[src/rtl/seq_match_if.sv]
// Record handshake bundle between the match logger and its consumer.
// The master side produces records and the slave side accepts them.
interface seq_match_if #(
  parameter int TS_W  = 16,
  parameter int GAP_W = 8
);
  logic             rec_valid;
  logic             rec_ready;
  logic [TS_W-1:0]  rec_ts;
  logic [GAP_W-1:0] rec_gap;

  modport master (output rec_valid, rec_ts, rec_gap, input rec_ready);
  modport slave  (input rec_valid, rec_ts, rec_gap, output rec_ready);
endinterface

[src/rtl/seq_match_logger.sv]
// Match logger: turns rising edges of the detector output into
// {timestamp, gap} records, queues them in a small first-word-fall-through
// FIFO drained over valid/ready, and keeps a saturating match count plus a
// sticky drop flag.
module seq_match_logger #(
  parameter int TS_W  = 16,
  parameter int GAP_W = 8,
  parameter int CNT_W = 16,
  parameter int DEPTH = 4
) (
  input  logic                   clk,
  input  logic                   rst,
  input  logic                   det,
  input  logic                   clr,
  seq_match_if.master            rec,
  output logic [$clog2(DEPTH):0] fifo_level,
  output logic [CNT_W-1:0]       match_cnt,
  output logic                   ovf
);
  localparam int AW = $clog2(DEPTH);

  logic             det_q;
  logic [TS_W-1:0]  ts_q, ts_d;
  logic [GAP_W-1:0] gap_q, gap_d;
  logic [CNT_W-1:0] cnt_q, cnt_d;
  logic             ovf_q, ovf_d;
  logic [AW-1:0]    wr_q, wr_d;
  logic [AW-1:0]    rd_q, rd_d;
  logic [AW:0]      lvl_q, lvl_d;
  logic [TS_W-1:0]  ts_mem_q  [DEPTH];
  logic [GAP_W-1:0] gap_mem_q [DEPTH];

  logic rise, pop, full, push, wr_en;

  function automatic logic [GAP_W-1:0] gap_sat_inc(input logic [GAP_W-1:0] v);
    return (v == '1) ? v : v + GAP_W'(1);
  endfunction

  function automatic logic [CNT_W-1:0] cnt_sat_inc(input logic [CNT_W-1:0] v);
    return (v == '1) ? v : v + CNT_W'(1);
  endfunction

  // Next-state decode: edge detect, FIFO bookkeeping, counters; clr overrides.
  always_comb begin
    rise  = det & ~det_q;
    pop   = (lvl_q != '0) & rec.rec_ready;
    full  = (lvl_q == (AW + 1)'(DEPTH));
    // A full FIFO still accepts a push when the head leaves in the same cycle.
    push  = rise & (~full | pop);
    wr_en = push & ~clr;

    ts_d  = ts_q + TS_W'(1);
    gap_d = rise ? GAP_W'(1) : gap_sat_inc(gap_q);
    cnt_d = rise ? cnt_sat_inc(cnt_q) : cnt_q;
    ovf_d = ovf_q | (rise & full & ~pop);
    wr_d  = push ? wr_q + AW'(1) : wr_q;
    rd_d  = pop  ? rd_q + AW'(1) : rd_q;
    unique case ({push, pop})
      2'b10:   lvl_d = lvl_q + (AW + 1)'(1);
      2'b01:   lvl_d = lvl_q - (AW + 1)'(1);
      default: lvl_d = lvl_q;
    endcase

    if (clr) begin
      ts_d  = '0;
      gap_d = '1;
      cnt_d = '0;
      ovf_d = 1'b0;
      wr_d  = '0;
      rd_d  = '0;
      lvl_d = '0;
    end
  end

  // State registers and record storage; everything clears on async reset.
  always_ff @(posedge clk or negedge rst) begin
    if (!rst) begin
      det_q <= 1'b0;
      ts_q  <= '0;
      gap_q <= '1;
      cnt_q <= '0;
      ovf_q <= 1'b0;
      wr_q  <= '0;
      rd_q  <= '0;
      lvl_q <= '0;
      for (int i = 0; i < DEPTH; i++) begin
        ts_mem_q[i]  <= '0;
        gap_mem_q[i] <= '0;
      end
    end else begin
      det_q <= det;
      ts_q  <= ts_d;
      gap_q <= gap_d;
      cnt_q <= cnt_d;
      ovf_q <= ovf_d;
      wr_q  <= wr_d;
      rd_q  <= rd_d;
      lvl_q <= lvl_d;
      if (wr_en) begin
        ts_mem_q[wr_q]  <= ts_q;
        gap_mem_q[wr_q] <= gap_q;
      end
    end
  end

  assign rec.rec_valid = (lvl_q != '0);
  assign rec.rec_ts    = ts_mem_q[rd_q];
  assign rec.rec_gap   = gap_mem_q[rd_q];
  assign fifo_level    = lvl_q;
  assign match_cnt     = cnt_q;
  assign ovf           = ovf_q;
endmodule
[src/flat_wrapper.sv]
// flat-port wrapper written by rule: the top's interface ports become plain ports
module seq_match_logger_flat 
#(
  parameter int TS_W  = 16,
  parameter int GAP_W = 8,
  parameter int CNT_W = 16,
  parameter int DEPTH = 4
)
  (clk, rst, det, clr, fifo_level, match_cnt, ovf, rec_rec_valid, rec_rec_ts, rec_rec_gap, rec_rec_ready);
  seq_match_if #(.TS_W(TS_W), .GAP_W(GAP_W)) rec_i ();
  input  logic clk;
  input  logic rst;
  input  logic det;
  input  logic clr;
  output logic [$clog2(DEPTH):0] fifo_level;
  output logic [CNT_W-1:0] match_cnt;
  output logic ovf;
  output wire logic [$bits(rec_i.rec_valid)-1:0] rec_rec_valid;
  output wire logic [$bits(rec_i.rec_ts)-1:0] rec_rec_ts;
  output wire logic [$bits(rec_i.rec_gap)-1:0] rec_rec_gap;
  input wire logic [$bits(rec_i.rec_ready)-1:0] rec_rec_ready;
  assign rec_rec_valid = rec_i.rec_valid;
  assign rec_rec_ts = rec_i.rec_ts;
  assign rec_rec_gap = rec_i.rec_gap;
  assign rec_i.rec_ready = rec_rec_ready;
  seq_match_logger #(.TS_W(TS_W), .GAP_W(GAP_W), .CNT_W(CNT_W), .DEPTH(DEPTH)) u_core (.clk(clk), .rst(rst), .det(det), .clr(clr), .rec(rec_i), .fifo_level(fifo_level), .match_cnt(match_cnt), .ovf(ovf));
endmodule
[config.mk]
export PLATFORM = sky130hd
export DESIGN_NAME = seq_match_logger_flat
export DESIGN_NICKNAME = d
export VERILOG_FILES = /design/src/rtl/seq_match_if.sv /design/src/rtl/seq_match_logger.sv /design/src/flat_wrapper.sv
export SDC_FILE = /design/constraint.sdc
export NUM_CORES = 1
export LEC_CHECK = 0
export ABC_CLOCK_PERIOD_IN_PS = 3600
export BUFFER_PORTS_ARGS = -buffer_cell sky130_fd_sc_hd__buf_2
export CORE_MARGIN = 10
export CORE_UTILIZATION = 25
export CTS_CLUSTER_DIAMETER = 150
export DETAILED_ROUTE_END_ITERATION = 6
export PLACE_DENSITY = 0.49
export SYNTH_ARGS = -nofsm -noshare
export SYNTH_HDL_FRONTEND = slang
export SYNTH_SLANG_ARGS = --single-unit
[constraint.sdc]
create_clock -name clk -period 3.6 [get_ports clk]
set_input_delay 0.36 -clock clk [delete_from_list [all_inputs] [get_ports clk]]
set_output_delay 0.36 -clock clk [all_outputs]
set_load 0.1 [all_outputs]
Yosys cells after proc, flatten, opt, wreduce, memory -nomap -nowiden
Index checks and enable logic that the tools add are counted.

$add $sub $neg: 7. Order comparisons: 3. Eq/ne operators: 7. Multiplexer cells: 26. Bitwise operators: 14. Reductions and logical operators: 7.

Operators with widths (count): $mux 16 (7); $bwmux 64 (1); $mux 8 (6); $add 16x1->16 const B (2); $bmux 16 s2 (1); $bwmux 32 (1); $demux 16 s2 (1); $bmux 8 s2 (1); $demux 8 s2 (1); $eq 16x16->1 const B (1); $add 8x1->8 const B (1); $eq 8x8->1 const B (1); $mux 2 (4); $and 1x1->1 (6); $ge 3x3->1 const B (2); $not 2->3 (2); $pmux 3 s2 (1); $reduce_bool 2->1 (3); $reduce_bool 3->1 (2); $add 2x1->2 const B (2); $not 1->1 (4); $add 3x1->3 const B (1); $eq 3x3->1 const B (1); $lt 3x1->1 const B (1); other kinds (10) (11).

Bits in registers: 145. Output and inout port bits: 45.

Logic depth before layout (Yosys ltp)
Gate-level depths: netlist (run 1).

Word-level depth: 7. Gate-level depth with buffers: 8.

Worst setup path before layout (run 1)
No wires, ideal clock.

Path type: reg2reg. Start point: reg u_core.lvl_q[0] (netlist: u_core.fifo_level[0]). End point: reg u_core.lvl_q[2] (netlist: u_core.fifo_level[2]). Library setup time: 82 ps. Arrival time: 3052 ps. Data required time: 3518 ps. Path slack: 466 ps. Stages on the path, launching flop included: 9. Period minus slack after synthesis: 3134 ps. Path through: dfrtp_1 > buf_6 > or3_1 > nand2_1 > nor2_1 > fa_1 > nor4b_1 > o21bai_1 > a31oi_1.

Word-level cells in the longest chain between the ends: 7.

RTL lines: start: declaration (RTL line seq_match_logger.sv:29) `logic [AW:0] lvl_q, lvl_d;`; start signal: assignment (RTL line seq_match_logger.sv:98) `lvl_q <= lvl_d;`; $reduce_bool 3->1 (*); via rec_rec_valid (RTL line flat_wrapper.sv:18) `output wire logic [$bits(rec_i.rec_valid)-1:0] rec_rec_valid;`; $and 1x1->1 (*) (RTL line seq_match_logger.sv:46) `pop = (lvl_q != '0) & rec.rec_ready;`; $or 1x1->1 (RTL line seq_match_logger.sv:49) `push = rise & (~full | pop);`; $and 1x1->1 (RTL line seq_match_logger.sv:49); $eq 2x1->1 or $eq 2x2->1 (tied branches) (RTL line seq_match_logger.sv:58) `unique case ({push, pop})`; $pmux 3 s2 (RTL line seq_match_logger.sv:58); $mux 3 (RTL line seq_match_logger.sv:64) `if (clr) begin`.

Mark *: on every way through the listed nets, which the timed path passes. The rest lies on a longest branch. A chain may end at the register's enable or synchronous reset.

Worst setup path in the final report (run 1)
Start point: reg u_core.rd_q[1]. End point: out rec_rec_ts[3].

Word-level cells in the longest chain between the ends: 4.

RTL lines: start: declaration (RTL line seq_match_logger.sv:28) `logic [AW-1:0] rd_q, rd_d;`; start signal: assignment (RTL line seq_match_logger.sv:97) `rd_q <= rd_d;`; $not 2->3 (implied by the code) (RTL line seq_match_logger.sv:107) `assign rec.rec_ts = ts_mem_q[rd_q];`; $bmux 16 s2 (RTL line seq_match_logger.sv:107); $mux 16 (implied by the code) (2 in a row) (RTL line seq_match_logger.sv:107); end: declaration (RTL line flat_wrapper.sv:19) `output wire logic [$bits(rec_i.rec_ts)-1:0] rec_rec_ts;`.

No other way between the ends. The select of a mux whose other input is x is not followed.

==> results.md, run 1 <==
Status:
- The run finished, with violations left.
- The checks that failed: hold timing.

Drt:
- The number of optimization iterations in the first detailed-route pass is 4.
- The detailed router placed about 4300 vias in this run.
- In the routed layout, each cell is associated on average with a via count of 4.46.
- The violation count after the first detailed-route iteration is around 220.
- In the routed design, unresolved DRC markers number 0.
- After detailed routing, the average wire length per cell comes to 17.6 µm.
- The number of nets with antenna violations after detailed routing is 0.
- For this block, the routed nets add up to between 15 and 20 mm of wire.

Timing:
- In the final timing run, aggregate negative setup slack is 0 ps.
- Setup repair after global routing left no endpoint under its margin.
- The setup skew after layout is 11.8 ps.
- The number of setup violations in the final report is 0.
- The slew at the pin closest to its max-slew limit is approximately 1100 ps.
- The count of final hold-check violations is 26.
- The total count of max-transition violations in the final report is 0.
- Hold timing on the final database bottoms out at a slack of -22.4 ps.
- The final worst-path cycle share is 0.760.
- Derived from the worst setup path, the maximum achievable clock frequency is 366 MHz.
- The relative slew slack is 0.276.
- After layout, the minimum clock period comes to 2730 ps.

Power:
- The design draws 4.66 mW.
- The static leakage power is 3.69 nW.
- The power per standard cell area is 556 mW/mm².
- Across the VDD grid, the largest voltage drop is between 0.0003 and 0.0004 V.
- The internal power component is just over 3 mW.
- Of the total power, the share spent switching nets is 0.337.
- Of the total power, registers draw 0.410.
- The share of total power dissipated in the clock network is 0.378.
- The share of total power dissipated in combinational logic is 0.212.
- The switching power summed over all nets is between 1.5 and 2 mW.

Clock network:
- The clock insertion delay at the later pin of the skew report is between 400 and 500 ps.
- The total clock sinks is 145.
- After clock tree synthesis, the flow added hold-fix buffers numbering 0.
- TritonCTS built the clock tree.
- In this run, post-CTS repair resized a total of 0 instances.
- The number of CTS-inserted buffers is 17.
- The clock root buffer master is clkbuf_16.
- The clock transition at the registers of the reported paths is roughly 70 ps.
- After clock tree synthesis, the setup repair step added 0 buffers.
- The maximum buffer depth of the clock tree is 2.
- The H-tree was split into 4 levels.

Logic synthesis:
- The synthesized design contains 0 enable-type register cells.
- Counting instances in the post-synthesis netlist gives the leading cell types as dfrtp_1 (137), mux2_4 (80), nor2_1 (29).
- The total number of yosys warnings is 0.
- In the post-synthesis netlist, the biggest area contributors are dfrtp_1 (47%), mux2_4 (17%), mux4_2 (7.4%).
- The count of unique library cells instantiated by Yosys is 54.
- Summed over all instances, the cell type with the most area after synthesis is dfrtp_1.
- The sequential-to-total area share from yosys stat is 0.501.
- The net count after synthesis is about 550.
- The area share of the leading cell type in the synthesized netlist is 0.472.
- Counting flops with an async set or reset pin after synthesis yields a share of 1.00.
- The most used standard cell by instance count after synthesis is dfrtp_1.
- The synthesized area divided by synthesized cell count is ~14 µm².
- The main flop type after synthesis is dfrtp_1.
- The total standard cell area after synthesis is roughly 0.0073 mm².
- Synthesis handed over a netlist of ~530 instances.
- Counting flops and latches in the post-synthesis netlist gives about 150.

Worst setup path:
- The worst setup path category is register to output port.
- The critical path data required time is between 3000 and 4000 ps.
- The endpoint kind of the worst setup timing path is an output port.
- The endpoint of the most critical register-to-register path is u_core.fifo_level[2]$_DFFE_PN0P_.
- The kind of start point of the critical path is a register.
- Traced cell by cell, the critical path runs through buf_4, mux4_2, buf_2.
- In this run the critical register-to-register path is launched from u_core.fifo_level[0]$_DFFE_PN0P_.
- The count of cells along the worst register-to-register path is 7.
- For the worst setup path, the data arrival time is ~2400 ps.
- The largest single stage delay on the critical path is 1060 ps.
- The library cell contributing the largest single delay on the critical path is dfrtp_1.
- Along the worst path, the maximum fanout reaches 19.
- In this run the register-to-register setup slack is around 1400 ps.

Die:
- The number of primary I/O pins is 50.
- The die outline width is ~190 µm.
- The die covers 0.0363 mm².
- The starting utilization of the core area is 0.253.
- The floorplan step set the die height to 191 µm.
- In this run the standard cell core region covers ~0.029 mm².
- The floorplan has just over 60 rows.

Global route:
- Entering global routing, the biggest net connects between 70 and 80 pins.
- In the global route stage, overall resource usage came out at 0.0981.
- The via count of the first global-routing pass was 4563.
- The first global-routing pass estimated roughly 28 mm of wire.
- The number of antenna violations at the first check in global routing is 0.
- Summed over all layers, the global routing overflow is 0.

Finish:
- The total number of nets in the final design is 584.
- The growth of design area from synthesis to finish is 15.4%.
- The number of fill cells in the layout is around 2900.
- The count of antenna diodes in the layout is 0.
- Of the cells placed in the final design, the portion with a size suffix greater than 1 is 0.402.

Place:
- The number of buffers inserted by port buffering is 49.
- The weighted congestion reported at the end of routability-driven placement is approximately 0.7.
- The HPWL after detailed placement is 10.8 mm.

Hold path:
- The class of the most critical hold timing path is input port to async pin.

Flow run:
- The reported max-cap violation count is 0.
==> logic make-up (layout without fill, tap and decap cells) <==
| family | after synthesis | in the layout | share of synthesized area |
|---|---|---|---|
| flip-flops | 145 | 145 | 0.501 |
| multiplexers | 127 | 127 | 0.275 |
| adder cells (fa/ha/maj) | 8 | 8 | 0.0148 |
| buffers and inverters | 48 | 99 | 0.0401 |
| XOR/XNOR | 14 | 14 | 0.0169 |
| AND/OR/NAND/NOR | 140 | 140 | 0.108 |
| AO/OA/AOI/OAI | 51 | 51 | 0.0449 |
==> flip-flops by register name, summed over array words and instances, names as in the netlist <==
register,count
u_core.det_q,1
u_core.fifo_level,3
u_core.gap_mem_q,32
u_core.gap_q,8
u_core.match_cnt,16
u_core.ovf,1
u_core.rd_q,2
u_core.ts_mem_q,64
u_core.ts_q,16
u_core.wr_q,2
==> stage by stage <==
| step | area (µm²) | worst slack (ps) | instances | utilization | hold WS, ps |
|---|---|---|---|---|---|
| finish | 8390 | 866 | 968 | 0.292 | -22.4 |
| global route | 8390 | 746 | 968 | 0.292 | 37.4 |
| CTS | 8390 | 746 | 968 | 0.292 | 8.03 |
| detailed placement | 7820 | 1220 | 936 | 0.272 | 457 |
| global placement | 7820 | 1250 | 936 | 0.272 | 463 |
| floorplan | 7270 | 466 | 533 | - | 64.4 |
==> worst max-delay path by stage <==
stage / from / end / slack (ps) / depth (start not counted)
2_1_floorplan: u_core.fifo_level[0]$_DFFE_PN0P_ / u_core.fifo_level[2]$_DFFE_PN0P_ / 470 / 8
3_3_place_gp: u_core.rd_q[1]$_DFFE_PN0P_ / rec_rec_ts[3] / 1250 / 3
3_5_place_dp: u_core.rd_q[1]$_DFFE_PN0P_ / rec_rec_ts[3] / 1220 / 3
4_1_cts: u_core.rd_q[1]$_DFFE_PN0P_ / rec_rec_ts[3] / 750 / 3
5_1_grt: u_core.rd_q[1]$_DFFE_PN0P_ / rec_rec_ts[4] / 750 / 3
6_report: u_core.rd_q[1]$_DFFE_PN0P_ / rec_rec_ts[3] / 870 / 3
==> placed cells by master (no fill, tap or decap), types with 10 or more instances in the layout <==
cell	n
buf_2	48
mux2_2	20
nand3_1	16
dfrtp_1	136
nor3_1	13
a21oi_1	12
mux2_4	80
xnor2_1	10
clkbuf_16	17
nor2_1	29
o21ai_0	11
buf_4	10
mux4_2	24
nand2_1	25
==> worst max-delay path: cells and delay by family, from the launching register on <==
kind                   cells  cell delay, ps
multiplexers               1             180
buffers and inverters      2             710
flip-flops                 1            1060
==> per-layer routing <==
metal | share of wire | vias up | GRT usage
met5 | 0 | - | 0
met4 | 0.012 | 0 | 0.0318
met3 | 0.039 | 16 | 0.0296
met2 | 0.47 | 57 | 0.152
met1 | 0.48 | 2220 | 0.128
li1 | - | 2020 | -
==> power by group through the flow <==
| stage | logic [mW] | clock network, mW | registers, mW |
|---|---|---|---|
| after floorplan | 0.839 | 0 | 1.91 |
| after global placement | 0.997 | 0 | 1.95 |
| after detailed placement | 1.00 | 0 | 1.94 |
| after CTS | 1.00 | 1.81 | 1.92 |
| after global routing | 1.05 | 1.89 | 1.94 |
| final | 0.988 | 1.76 | 1.91 |
==> layout make-up <==
cell class | count | area (µm²) | area share
clock buffer | 17 | 425 | 0.0507
clock inverter | 15 | 146 | 0.0175
inverter | 8 | 30.0 | 0.00358
multi-input combinational | 340 | 3340 | 0.398
sequential | 145 | 3640 | 0.434
tap | 384 | 480 | 0.0573
timing repair buffer | 59 | 327 | 0.0389
No activity file was read; power rests on OpenSTA's default activity.
==> run 2: changes to the inputs <==
--- a/config.mk
+++ b/config.mk
@@ -5,7 +5,7 @@
 export SDC_FILE = /design/constraint.sdc
 export NUM_CORES = 1
 export LEC_CHECK = 0
-export ABC_CLOCK_PERIOD_IN_PS = 3600
+export ABC_CLOCK_PERIOD_IN_PS = 2900
 export BUFFER_PORTS_ARGS = -buffer_cell sky130_fd_sc_hd__buf_2
 export CORE_MARGIN = 10
 export CORE_UTILIZATION = 25
==> constraint.sdc (replaced) <==
create_clock -name clk -period 2.9 [get_ports clk]
set_input_delay 0.29 -clock clk [delete_from_list [all_inputs] [get_ports clk]]
set_output_delay 0.29 -clock clk [all_outputs]
set_load 0.1 [all_outputs]
==> results.md, run 2 (synthesis gave the netlist of run 1 again) <==
Drt:
- The number of optimization iterations in the first detailed-route pass is 4 (unchanged).
- The final wirelength is 16.6 mm (was 17.0 mm).
- The number of vias per cell came to 4.43 (was 4.46).
- The violation count after the first detailed-route iteration was 274 (was 215).
- The routed length per instance is 17.1 µm (was 17.6 µm).
- The remaining design rule violation count came to 0 (unchanged).
- The number of nets with antenna violations after detailed routing is 0 (unchanged).
- The via count is 4287 (was 4313).

Worst setup path:
- The beginning of the worst register-to-register path is u_core.fifo_level[2]$_DFFE_PN0P_ (was u_core.fifo_level[0]$_DFFE_PN0P_).
- The endpoint of the most critical register-to-register path is u_core.fifo_level[2]$_DFFE_PN0P_ (unchanged).
- The critical path buffer and inverter count is 2 (unchanged).
- The critical path data required time is 2610 ps (was 3240 ps).
- The kind of cell with the highest combined delay on the critical path is flip-flops (unchanged).
- The count of cells along the worst register-to-register path is 7 (unchanged).
- Crit path cell chain: buf_12, mux4_2, buf_2 (was buf_4, mux4_2, buf_2).
- The peak per-stage delay on the critical path is 610 ps (was 1060 ps).
- The library cell contributing the largest single delay on the critical path was dfrtp_2 (was dfrtp_1).
- The number of gates on the worst path with buffers counted came to 3 (unchanged).
- The reg-to-reg setup timing slack was 760 ps (was 1400 ps).
- The capture point of the critical path was rec_rec_ts[1] (was rec_rec_ts[3]).
- The worst setup path category is register to output port (unchanged).
- The endpoint kind of the worst setup timing path is an output port (unchanged).
- The kind of start point of the critical path is a register (unchanged).
- The arrival time at the worst endpoint is 2180 ps (was 2370 ps).
- The maximum fanout along the worst path is 17 (was 19).
- The beginning of the critical path is u_core.rd_q[0]$_DFFE_PN0P_ (was u_core.rd_q[1]$_DFFE_PN0P_).

Finish:
- Highest-count cells in the layout ignoring fill and taps: dfrtp_1 (135), mux2_4 (80), buf_2 (48) (was dfrtp_1 (136), mux2_4 (80), buf_2 (48)).
- The leading cell type in the layout, fill and taps excluded is dfrtp_1 (unchanged).
- The multi-input combinational cell area came to 0.00334 mm² (about the same).
- The total area of sequential cells is 0.00364 mm² (about the same).
- The ratio of cells with drive above 1 in the final layout is 0.402 (about the same).
- The post-route cell area is 0.00841 mm² (was 0.00839 mm²).
- The number of fill cells in the layout was 2931 (was 2909).
- Top Registers: u_core.ts_mem_q x64, u_core.gap_mem_q x32 (unchanged).
- The register with the most flip-flops is u_core.ts_mem_q (unchanged).
- The core utilization of the finished layout is 0.293 (was 0.292).
- The total number of nets in the final design was 582 (was 584).
- The number of flip-flops in the largest register is 64 (unchanged).
- The number of standard cells in the final layout excluding fillers was 967 (was 968).
- The growth of design area from synthesis to finish is 15.7% (was 15.4%).

Place:
- The post-place setup slack is 767 ps (was 1220 ps).
- The number of buffers inserted by port buffering is 49 (unchanged).
- The weighted congestion reported at the end of routability-driven placement is 0.706 (was 0.718).
- The placement-stage cell area came to 0.00782 mm² (about the same).
- The post-placement cell count is 933 (was 936).
- The HPWL after detailed placement was 10.3 mm (was 10.8 mm).

Clock network:
- The clock root buffer master is clkbuf_16 (unchanged).
- The clock transition at the registers of the reported paths came to 60 ps (was 70 ps).
- The maximum level of the CTS H-tree came to 4 (unchanged).
- The total clock sinks came to 145 (unchanged).
- The post-cts gate resize count came to 0 (unchanged).
- The maximum buffer depth of the clock tree is 2 (unchanged).
- The clock insertion delay at the later pin of the skew report is 420 ps (about the same).
- The clock tree from TritonCTS is built (unchanged).
- The number of CTS-inserted buffers was 17 (unchanged).

Timing:
- The setup skew after layout is 7.95 ps (was 11.8 ps).
- The worst setup margin is 433 ps (was 866 ps).
- The total negative slack for setup checks is 0 ps (unchanged).
- The count of final hold-check violations is 0 (was 26).
- The slew at the pin closest to its max-slew limit is 569 ps (was 1090 ps).
- The total count of max-transition violations in the final report was 0 (unchanged).
- The number of setup violations in the final report is 0 (unchanged).
- Unrepaired setup endpoints after global routing: no (unchanged).
- The final hold slack is 45.4 ps (was -22.4 ps).
- The relative slew slack was 0.620 (was 0.276).
- The worst path in the final design needs a cycle of between 2000 and 2500 ps, including I/O delays and setup.
- Of the available clock period, the critical path in the final layout requires 0.851.
- For this run, the top clock speed supported by timing is 405 MHz.

Status:
- Status: finished clean (was finished, violations left).

Global route:
- The via count of the first global-routing pass was 4566 (was 4563).
- The number of antenna violations at the first check in global routing is 2 (was 0).
- The pin count of the biggest net entering global routing was 54 (was 78).
- The global-route wire length before repair came to 27.0 mm (was 27.8 mm).
- The total global-route track usage came to 0.0944 (was 0.0981).
- The overall overflow remaining after global route came to 0 (unchanged).

Die:
- The die boundary height is 191 µm (unchanged).
- The number of placement rows is 62 (unchanged).
- The area of the core is 0.0287 mm² (unchanged).
- The area of the die is 0.0363 mm² (unchanged).
- The number of primary I/O pins is 50 (unchanged).
- The starting utilization of the core area was 0.253 (unchanged).
- The die outline width came to 191 µm (unchanged).

Power:
- The power per standard cell area was 688 mW/mm² (was 556 mW/mm²).
- The maximum ir drop on the vdd rail is 0.000355 V (was 0.000320 V).
- The final total power is 5.79 mW (was 4.66 mW).
- The static leakage power is 3.69 nW (about the same).

Flow run:
- The reported max-cap violation count is 0 (unchanged).

Hold path:
- The class of the most critical hold timing path was input port to register (was input port to async pin).
==> run 2: layout make-up <==
type	instances	share of cell area
tap	384	0.0571
clock inverter	15	0.0178
clock buffer	17	0.0506
timing repair buffer	57	0.0403
inverter	8	0.00357
antenna	1	0.000297
sequential	145	0.433
multi-input combinational	340	0.397
==> run 2: routing by layer <==
| layer | share of wire | global-route usage | wire (µm) |
|---|---|---|---|
| met5 | 0 | 0 | 0 |
| met3 | 0.057 | 0.0335 | 937 |
| met2 | 0.46 | 0.144 | 7650 |
| met1 | 0.47 | 0.124 | 7790 |
| met4 | 0.011 | 0.0248 | 182 |
==> run 2: where the power goes <==
group	total (mW)	internal, mW	switching (mW)
Combinational	1.24	0.426	0.814
Clock	2.17	1.21	0.964
Sequential	2.38	2.22	0.161
Total	5.79	3.85	1.94
==> run 2: what timing repair did <==
action / CTS / global route
hold buffers: 1 / 0
hold endpoints to repair: 42 / 0
buffers inserted: 0 / 0
==> run 2: worst min path at each step <==
stage / startpoint / to / cells after the start
floorplan: rst / u_core.det_q$_DFF_PN0_ / 0
global placement: rst / u_core.gap_mem_q[28]$_DFFE_PN0P_ / 1
detailed placement: rst / u_core.gap_mem_q[28]$_DFFE_PN0P_ / 1
CTS: det / u_core.det_q$_DFF_PN0_ / 1
global route: det / u_core.det_q$_DFF_PN0_ / 1
finish: det / u_core.det_q$_DFF_PN0_ / 1
==> run 3: changes to the inputs <==
--- a/config.mk
+++ b/config.mk
@@ -12,6 +12,7 @@
 export CTS_CLUSTER_DIAMETER = 150
 export DETAILED_ROUTE_END_ITERATION = 6
 export PLACE_DENSITY = 0.49
+export RECOVER_POWER = 100
 export SYNTH_ARGS = -nofsm -noshare
 export SYNTH_HDL_FRONTEND = slang
 export SYNTH_SLANG_ARGS = --single-unit
==> results.md, run 3 (synthesis gave the netlist of run 1 again) <==
Status:
- Status: finished clean (unchanged).

Drt:
- The violation count after the first detailed-route iteration came to 225 (was 274).
- The number of optimization iterations in the first detailed-route pass is 4 (unchanged).
- The final wirelength is 16.4 mm (was 16.6 mm).
- The number of nets with antenna violations after detailed routing came to 0 (unchanged).
- The routed length per instance was 17.0 µm (was 17.1 µm).
- The via count is 4244 (was 4287).
- The remaining design rule violation count is 0 (unchanged).
- The number of vias per cell came to 4.39 (was 4.43).

Die:
- The die boundary height is 191 µm (unchanged).
- The starting utilization of the core area is 0.253 (unchanged).
- The number of placement rows is 62 (unchanged).
- The die outline width is 191 µm (unchanged).
- The area of the core came to 0.0287 mm² (unchanged).
- The area of the die is 0.0363 mm² (unchanged).
- The number of primary I/O pins is 50 (unchanged).

Finish:
- Top Registers: u_core.ts_mem_q x64, u_core.gap_mem_q x32 (unchanged).
- The leading cell type in the layout, fill and taps excluded is dfrtp_1 (unchanged).
- The growth of design area from synthesis to finish was 10.7% (was 15.7%).
- The core utilization of the finished layout was 0.280 (was 0.293).
- The ratio of cells with drive above 1 in the final layout is 0.222 (was 0.402).
- The total number of nets in the final design is 582 (unchanged).
- The register with the most flip-flops was u_core.ts_mem_q (unchanged).
- The number of flip-flops in the largest register was 64 (unchanged).
- The post-route cell area was 0.00805 mm² (was 0.00841 mm²).
- Highest-count cells in the layout ignoring fill and taps: dfrtp_1 (136), mux2_1 (77), nor2_1 (29) (was dfrtp_1 (135), mux2_4 (80), buf_2 (48)).

Global route:
- The via count of the first global-routing pass is 4566 (unchanged).
- The total global-route track usage is 0.0944 (unchanged).
- The global-route wire length before repair is 27.0 mm (unchanged).
- The pin count of the biggest net entering global routing was 54 (unchanged).
- The number of antenna violations at the first check in global routing is 1 (was 2).
- The overall overflow remaining after global route is 0 (unchanged).

Worst setup path:
- The critical path buffer and inverter count came to 2 (unchanged).
- The kind of start point of the critical path is a register (unchanged).
- The library cell appearing most often on the critical path is clkbuf_2.
- The maximum fanout along the worst path came to 24 (was 17).
- The arrival time at the worst endpoint is 2310 ps (was 2180 ps).
- The critical path data required time came to 2610 ps (about the same).
- The endpoint of the most critical register-to-register path is u_core.ts_mem_q[14]$_DFFE_PN0P_ (was u_core.fifo_level[2]$_DFFE_PN0P_).
- The library cell contributing the largest single delay on the critical path is clkbuf_2 (was dfrtp_2).
- The beginning of the worst register-to-register path is u_core.fifo_level[0]$_DFFE_PN0P_ (was u_core.fifo_level[2]$_DFFE_PN0P_).
- The peak per-stage delay on the critical path is 670 ps (was 610 ps).
- The count of cells along the worst register-to-register path is 4 (was 7).
- The reg-to-reg setup timing slack is 510 ps (was 760 ps).
- The kind of cell with the highest combined delay on the critical path is buffers and inverters (was flip-flops).
- The worst setup path category was register to output port (unchanged).
- Crit path cell chain: clkbuf_2, mux4_2, clkbuf_2 (was buf_12, mux4_2, buf_2).
- The endpoint kind of the worst setup timing path is an output port (unchanged).

Timing:
- The number of setup violations in the final report is 0 (unchanged).
- The slew at the pin closest to its max-slew limit was 1350 ps (was 569 ps).
- The count of final hold-check violations came to 0 (unchanged).
- The total negative slack for setup checks was 0 ps (unchanged).
- The setup skew after layout is 7.09 ps (was 7.95 ps).
- The final hold slack is 38.3 ps (was 45.4 ps).
- The relative slew slack is 0.101 (was 0.620).
- The total count of max-transition violations in the final report is 0 (unchanged).
- The highest attainable clock frequency is 385 MHz (was 405 MHz).
- The final worst-path cycle share is 0.895 (was 0.851).
- Unrepaired setup endpoints after global routing: no (unchanged).
- The minimum clock period was 2600 ps (was 2470 ps).

Place:
- The placement-stage cell area came to 0.00782 mm² (unchanged).
- The weighted congestion reported at the end of routability-driven placement is 0.706 (unchanged).
- The HPWL after detailed placement is 10.3 mm (unchanged).
- The number of buffers inserted by port buffering is 49 (unchanged).

Power:
- The power per standard cell area is 703 mW/mm² (was 688 mW/mm²).
- The maximum ir drop on the vdd rail is 0.000350 V (was 0.000355 V).
- The final total power is 5.66 mW (was 5.79 mW).
- The static leakage power came to 3.53 nW (was 3.69 nW).

Clock network:
- The clock root buffer master is clkbuf_16 (unchanged).
- The number of buffers added for setup after CTS came to 0 (unchanged).
- The maximum level of the CTS H-tree was 4 (unchanged).
- The maximum buffer depth of the clock tree was 2 (unchanged).
- The total clock sinks is 145 (unchanged).
- The clock tree from TritonCTS was built (unchanged).
- The number of CTS-inserted buffers is 17 (unchanged).
- The clock transition at the registers of the reported paths came to 70 ps (was 60 ps).
- The clock insertion delay at the later pin of the skew report is 420 ps (about the same).

Hold path:
- The class of the most critical hold timing path is input port to register (unchanged).
- The hold path depth is 1 (unchanged).
- The origin of the worst min-delay path is det (unchanged).
- The end point of the most critical hold path is u_core.det_q$_DFF_PN0_ (unchanged).

Flow run:
- The reported max-cap violation count is 0 (unchanged).
-- run 3: cell types whose count changed in the layout (fill, tap and decap cells not counted), sizes merged --
| cell | before | now |
|---|---|---|
| buf | 56 | 9 |
| clkbuf | 17 | 64 |
-- run 3: timing repair --
item	in CTS	in global routing
gates resized for setup	0	0
hold buffers	1	0
setup endpoints to repair	0	0
hold endpoints to repair	42	0
-- run 3: per-stage QoR --
stage	std cells	setup WS, ps
floorplan	533	204
global placement	933	774
detailed placement	933	767
CTS	966	389
global route	966	164
finish	967	304
-- run 3: worst max-delay path by stage --
stage / end / slack [ps] / from / cells past startpoint
2_1_floorplan: u_core.fifo_level[2]$_DFFE_PN0P_ / 200 / u_core.fifo_level[1]$_DFFE_PN0P_ / 7
3_3_place_gp: u_core.fifo_level[2]$_DFFE_PN0P_ / 770 / u_core.fifo_level[0]$_DFFE_PN0P_ / 7
3_5_place_dp: u_core.fifo_level[2]$_DFFE_PN0P_ / 770 / u_core.fifo_level[1]$_DFFE_PN0P_ / 7
4_1_cts: rec_rec_ts[1] / 390 / u_core.rd_q[0]$_DFFE_PN0P_ / 3
5_1_grt: rec_rec_ts[13] / 160 / u_core.rd_q[1]$_DFFE_PN0P_ / 3
6_report: rec_rec_gap[6] / 300 / u_core.rd_q[1]$_DFFE_PN0P_ / 3
-- run 3: cell type report --
class,instances,area [µm²]
inverter,8,30.0
clock buffer,17,425
antenna,1,2.50
fill,3008,20700
timing repair buffer,57,298
clock inverter,15,150
tap,384,480
multi-input combinational,340,3020
sequential,145,3640
-- run 3: worst register-to-register path: cells and delay by family (launching register included) --
kind	cells	cell delay (ps)
and+or+nand+nor	3	1370
muxes	1	380
DFF	1	500
-- run 3: layer usage --
| layer | global-route usage | routed length [µm] | vias to the layer above |
|---|---|---|---|
| li1 | - | - | 2019 |
| met1 | 0.124 | 7920 | 2167 |
| met2 | 0.144 | 7550 | 51 |
| met3 | 0.0335 | 844 | 7 |
| met4 | 0.0248 | 119 | 0 |
| met5 | 0 | 0 | - |
-- run 3: report_power, final --
part	switching, mW	total [mW]	internal [mW]
combinational	0.811	1.13	0.316
sequential	0.149	2.36	2.21
clock	0.962	2.17	1.21
